### src/rtl/d_ff_response_checker_sat_counter.sv
// Saturating up-counter used for the check and error tallies.
// Holds at all-ones instead of wrapping.
module sat_counter #(
    parameter int W = 16
) (
    input  logic         clk,
    input  logic         rst,
    input  logic         inc,
    output logic [W-1:0] cnt
);

    // count up on inc, stick at the maximum value
    always_ff @(posedge clk) begin
        if (rst) begin
            cnt <= '0;
        end else if (inc && (cnt != {W{1'b1}})) begin
            cnt <= cnt + 1'b1;
        end
    end

endmodule

### config.mk
export PLATFORM = sky130hd
export DESIGN_NAME = sat_counter
export DESIGN_NICKNAME = d
export VERILOG_FILES = /design/src/rtl/d_ff_response_checker_sat_counter.sv
export SDC_FILE = /design/constraint.sdc
export NUM_CORES = 1
export LEC_CHECK = 0
export CORE_MARGIN = 1.5
export CORE_UTILIZATION = 40
export CTS_CLUSTER_DIAMETER = 120
export DETAILED_ROUTE_END_ITERATION = 8
export PLACE_DENSITY = 0.65
export SLEW_MARGIN = 20
export SYNTH_ARGS = -nofsm -noshare
export SYNTH_HDL_FRONTEND = slang
export SYNTH_SLANG_ARGS = --single-unit
### constraint.sdc
create_clock -name clk -period 4.8 [get_ports clk]
set_clock_uncertainty 0.1 [all_clocks]
set_input_delay 0.96 -clock clk [delete_from_list [all_inputs] [get_ports clk]]
set_output_delay 0.96 -clock clk [all_outputs]
set_load 0.05 [all_outputs]
Yosys cells after proc, flatten, opt, wreduce, memory -nomap -nowiden. Cells that the tools add are included.

Reduce and logical (&&, ||, !) cells: 1. Add/sub/neg operators: 1. Equal/unequal tests: 1.

Operator list (number): $add 16x1->16 const B (1); $ne 16x16->1 const B (1); $logic_and 1x1->1 (1).

Register bits: 16.

Longest topological paths before layout. Gate-level depths: netlist of run 1.

Depth in word-level cells: 2. Gate-level depth with buffers: 6. Mapped depth without buffers: 5.

Worst setup path after synthesis of run 1. OpenSTA, ideal clock, no wires.

Kind: register to register. Start point: register cnt[10]. End point: register cnt[15]. Path slack: 2722 ps. Arrival time: 1908 ps. Cell stages (with the launch flop): 5. Data required time: 4630 ps. Path buffers: 0. Library setup time: 70 ps. Cells stage by stage: dfxtp_1 nand3_1 or4_1 or4_1 a21oi_1.

Longest elaborated chain between the ends: 2.

Ends and longest elaborated chain: start, declared (line 9) `output logic [W-1:0] cnt`; start signal, assigned (line 17) `cnt <= cnt + 1'b1;`; branches (longest 2 deep; another with $add 16x1->16).

Parallel ways; which one is timed is not known. A chain may end at the register's enable or synchronous reset.

Final worst setup path of run 1.
Start point: register cnt[5]. End point: output port cnt[5].

No word-level cell between the ends.

==> results of run 1 <==
[cell usage in the layout, fill, tap and decap left out, types with 4 or more instances in the layout]
cell type,n
nand2_1,6
nor2_1,6
dfxtp_1,16
nand3_1,6
nor3_1,4
o31ai_1,6
o21ai_0,4
a21oi_1,10
or4_1,7
clkdlybuf4s50_1,18
[layer usage]
| layer | part of all wire (%) | up-vias | track usage, % |
|---|---|---|---|
| li1 | - | 423 | - |
| met1 | 49 | 399 | 21.0 |
| met5 | 0 | - | 0 |
| met3 | 3.3 | 4 | 3.37 |
| met4 | 0.99 | 0 | 8.10 |
| met2 | 47 | 18 | 28.3 |
[cell type report]
class / instances / area (um2) / share of cell area [%]
repair buffers: 18 / 180 / 16.9
well taps: 27 / 33.8 / 3.16
clock buffers: 3 / 22.5 / 2.11
multi-input cells: 76 / 500 / 46.8
inverters: 3 / 11.3 / 1.05
flip-flops and latches: 16 / 320 / 30.0
[synthesized netlist by cell type, drive strengths merged]
library cell | n | area (um2)
dfxtp | 16 | 320
a21oi | 10 | 50.1
nand2 | 7 | 28.8
or4 | 7 | 52.6
nand3 | 6 | 30.0
nor2 | 6 | 22.5
o31ai | 6 | 45.0
nand4 | 4 | 40.0
nor3 | 4 | 20.0
o21ai | 4 | 20.0
and4 | 3 | 26.3
inv | 3 | 11.3
nor4 | 3 | 33.8
or3 | 3 | 18.8
buf | 2 | 8.75
clkbuf | 2 | 7.51
nor2b | 2 | 12.5
xnor2 | 2 | 17.5
and3 | 1 | 6.26
ha | 1 | 12.5
mux2 | 1 | 11.3
mux2i | 1 | 10.0
nand3b | 1 | 7.51
nor4bb | 1 | 10.0
o21a | 1 | 7.51
o311ai | 1 | 8.76
o41ai | 1 | 8.76
[final timing paths]
kind / from / to / slack (ns) / depth (start not counted)
worst max register to register: cnt[0] / cnt[11] / 2.64 / 5
worst max-delay path: cnt[5] / cnt[5] / 2.11 / 1
worst min register to register: cnt[15] / cnt[15] / 0.43 / 2
worst min-delay path: cnt[15] / cnt[15] / 0.43 / 2
[per-stage QoR]
stage,total power [uW],utilization [%],setup slack [ns]
6_report,220,53.9,2.11
4_1_cts,223,53.9,2.09
2_1_floorplan,148,-,2.72
3_5_place_dp,153,52.8,2.07
3_3_place_gp,153,52.8,2.14
5_1_grt,230,53.9,2.04
[power by group through the flow]
stage	registers [uW]	logic (uW)	clock network (uW)
2_1_floorplan	143	4.83	0
3_3_place_gp	139	14.6	0
3_5_place_dp	139	14.8	0
4_1_cts	136	14.8	72.9
5_1_grt	136	15.9	78.0
6_report	136	14.8	69.6
[logic make-up (layout without fill, tap and decap cells)]
| group | count (synthesis) | count (layout) | share of synthesized area [%] |
|---|---|---|---|
| AND/OR/NAND/NOR | 48 | 48 | 36.4 |
| AO/OA/AOI/OAI | 23 | 23 | 16.5 |
| flip-flops | 16 | 16 | 37.8 |
| buffers and inverters | 7 | 24 | 3.24 |
| XOR/XNOR | 2 | 2 | 2.07 |
| multiplexers | 2 | 2 | 2.51 |
| adder cells (fa/ha/maj) | 1 | 1 | 1.47 |
==> results.cfg, run 1 <==
[setup_path]
cp_num_buf_inv = 1
cp.required_ns = 3.74
crit_type = flip-flop to output pin
crit_path_end_kind = output pin
max_stage_delay_ns = 0.86
cp_top_family = buffers and inverters
arrival_ns = 1.63
critical-path-slowest-cell = clkdlybuf4s50_1
start_kind = flip-flop
cp_max_fo = 7
crit_chain = clkdlybuf4s50_1

[die]
die_w_um = 49.1
fp-row-count = 16
io_pins = 19
die_h_um = 49.1
start_util_pct = 42.8
die_area_um2 = 2410
coreArea_um2 = 1980

[pwr]
p_comb_share_pct = 6.7
peakVddDrop_mv = 0.102
intPower_uw = 168
seqPwrFrac_pct = 61.6
p_switching_uw = 51.9
power_frac_clock_pct = 31.7
leakage_uw = 0.000333
powerDensity_nw_per_um2 = 206
switching_share_pct = 23.6

[synth]
synthCells = 99
postSynthAreaPerCell_um2 = 8.57
syn_area_um2 = 848
ys_warn_count = 0
ys_seq_area_share_pct = 37.8
synth_nets = 103
synth.distinct_cells = 31
synth-seq-cells = 16

[sta]
finalSetupViolations = 0
fin_tns_setup_ns = 0
drv_slew = 0
hold_viol_final = 0
max_freq_mhz = 371
min_period_ns = 2.69
post-route-period-util_pct = 56.1
tightestPinTransition_ns = 0.819
slew_headroom_pct = 45.0
holdWs_ns = 0.432
rsz0062_at_grt = no

[clock_network]
cts_root_buffer = clkbuf_4
cts.sinks = 16
cts_tree = yes
post_cts_buffers = 0
postCtsResizedCells = 0
cts_hold_buf = 0
clk_latency_ns = 0.28
clk_pin_slew_ns = 0.09
cts_made_buffers = 3
ctsLongestPathBuffers = 2
cts_max_level = 1

[routing]
dr.pass1.iters = 4
wirelength_um = 1920
vias = 844
drcViolationCount = 0
ant_nets = 0
wl_per_cell_um = 13.4
drtIter0Drc = 26
routed_via_density = 5.90

[grt]
grt_pass1_wl_um = 3240
grt_max_degree = 19
grt_pass1_vias = 738
antenna_found_initial = 0
track_usage_pct = 17.0
grt_overflow_total = 0

[place]
dp.cells = 140
place_area_um2 = 1050
gp_congestion = 0.785
portBuffers = 18
place_hpwl_um = 1320

[layout]
antenna_cells = 0
final_cell_area_um2 = 1070
largestRegisters = cnt x16
area_growth_pct = 26.0
largest_register_ffs = 16
drive_above_1_share_pct = 6.03
fillers = 187
regMostFlops = cnt
nNetsFinal = 122
fin_cells = 143

[run_status]
status = complete, no violations

[hold_path]
hp-class = flip-flop to flip-flop

[job]
cap_violations = 0
No activity file was read; power rests on OpenSTA's default activity.
==> run 2: changes to the inputs <==
--- a/config.mk
+++ b/config.mk
@@ -9,7 +9,7 @@
 export CORE_UTILIZATION = 40
 export CTS_CLUSTER_DIAMETER = 120
 export DETAILED_ROUTE_END_ITERATION = 8
-export PLACE_DENSITY = 0.65
+export PLACE_DENSITY = 0.67
 export SLEW_MARGIN = 20
 export SYNTH_ARGS = -nofsm -noshare
 export SYNTH_HDL_FRONTEND = slang
==> constraint.sdc (replaced) <==
create_clock -name clk -period 2.4 [get_ports clk]
set_clock_uncertainty 0.1 [all_clocks]
set_input_delay 0.48 -clock clk [delete_from_list [all_inputs] [get_ports clk]]
set_output_delay 0.48 -clock clk [all_outputs]
set_load 0.05 [all_outputs]
==> run 2 against run 1 <==
  * Worst setup slack got worse by 1.9 ns
  * Sequential power rose by 99%
  * Via count did not move
  * Non-clock buffer count rose by 5
  * Die area did not move
  * Flip-flop and latch count did not move
==> results.cfg, run 2 (synthesis gave the netlist of run 1 again) <==
[pwr]
peakVddDrop_mv = 0.271
leakage_uw = 0.000363
powerDensity_nw_per_um2 = 432

[layout]
largest_register_ffs = 16
fin_cells = 149
final_cell_mix = clkdlybuf4s50_1, dfxtp_1, a21oi_1, or4_1
fillers = 186
layout_commonest_cell = clkdlybuf4s50_1
regMostFlops = cnt
nNetsFinal = 127
regArea_um2 = 320
largestRegisters = cnt x16
area_growth_pct = 32.0
drive_above_1_share_pct = 10.7
multi_input_area_um2 = 500
antenna_cells = 0

[setup_path]
cp_max_fo = 7
cp_num_buf_inv = 1
cp.required_ns = 1.82
crit_path_end_kind = output pin
start_kind = flip-flop
crit_chain = clkdlybuf4s50_1
arrival_ns = 1.62
critical-path-slowest-cell = clkdlybuf4s50_1
max_stage_delay_ns = 0.85
cp_top_family = buffers and inverters
crit_type = flip-flop to output pin

[sta]
rsz0062_at_grt = no
hold_viol_final = 0
min_period_ns = 2.20
slew_headroom_pct = 61.0
post-route-period-util_pct = 91.5
tightestPinTransition_ns = 0.577
drv_slew = 0
fin_tns_setup_ns = 0
finalSetupViolations = 0
max_freq_mhz = 456

[grt]
track_usage_pct = 17.3
grt_max_degree = 14
antenna_found_initial = 0
grt_overflow_total = 0
grt_pass1_wl_um = 3280
grt_pass1_vias = 744

[run_status]
status = complete, no violations

[clock_network]
cts.sinks = 16
ctsLongestPathBuffers = 2
cts_made_buffers = 3
cts_root_buffer = clkbuf_4
clk_latency_ns = 0.29
post_cts_buffers = 0
clk_pin_slew_ns = 0.09
postCtsResizedCells = 0
cts_max_level = 1
cts_tree = yes
cts_hold_buf = 0

[routing]
vias = 844
routed_via_density = 5.66
ant_nets = 0
dr.pass1.iters = 4
wl_per_cell_um = 12.5
drcViolationCount = 0
drtIter0Drc = 13
wirelength_um = 1860

[die]
die_area_um2 = 2410
die_h_um = 49.1
coreArea_um2 = 1980
io_pins = 19
start_util_pct = 42.8
fp-row-count = 16
die_w_um = 49.1

[place]
gp_congestion = 0.785
dp.cells = 145
portBuffers = 18
place_hpwl_um = 1410

[job]
cap_violations = 0

[hold_path]
hp-class = flip-flop to flip-flop
-- run 2: worst paths after layout --
| kind | from | cells after the start | to | slack (ns) |
|---|---|---|---|---|
| setup / recovery | cnt[5] | 1 | cnt[5] | 0.20 |
| hold / removal | cnt[1] | 2 | cnt[1] | 0.43 |
| setup reg to reg | cnt[0] | 6 | cnt[7] | 0.57 |
| hold reg to reg | cnt[1] | 2 | cnt[1] | 0.43 |
-- run 2: area by class of cell --
type	instances	share of cell area (%)
Sequential cell	16	28.6
Inverter	3	1.01
Multi-Input combinational cell	76	44.7
Tap cell	27	3.02
Clock buffer	4	3.24
Timing Repair Buffer	23	19.4
-- run 2: metal layers --
layer	vias to the layer above	GRT usage, %	share of wire, %
met5	-	0	0
met4	0	5.71	0.75
met3	2	3.37	3.7
met2	14	29.0	50
met1	400	22.4	46
li1	428	-	-
-- run 2: through the flow --
| step | hold slack [ns] | area, um2 | power (uW) | util, % | setup WS, ns |
|---|---|---|---|---|---|
| finish | 0.431 | 1120 | 484 | 56.5 | 0.205 |
| global route | 0.451 | 1120 | 506 | 56.5 | 0.135 |
| CTS | 0.434 | 1120 | 490 | 56.5 | 0.179 |
| detailed placement | 0.417 | 1080 | 310 | 54.7 | 0.361 |
| global placement | 0.408 | 1080 | 309 | 54.7 | 0.382 |
| floorplan | 0.540 | 848 | 295 | - | 0.322 |
-- run 2: report_power, final --
part	total [uW]	switching [uW]	internal, uW
Clock	181	88.3	92.3
Combinational	32.1	19.7	12.4
Sequential	271	3.16	268
Total	484	111	373
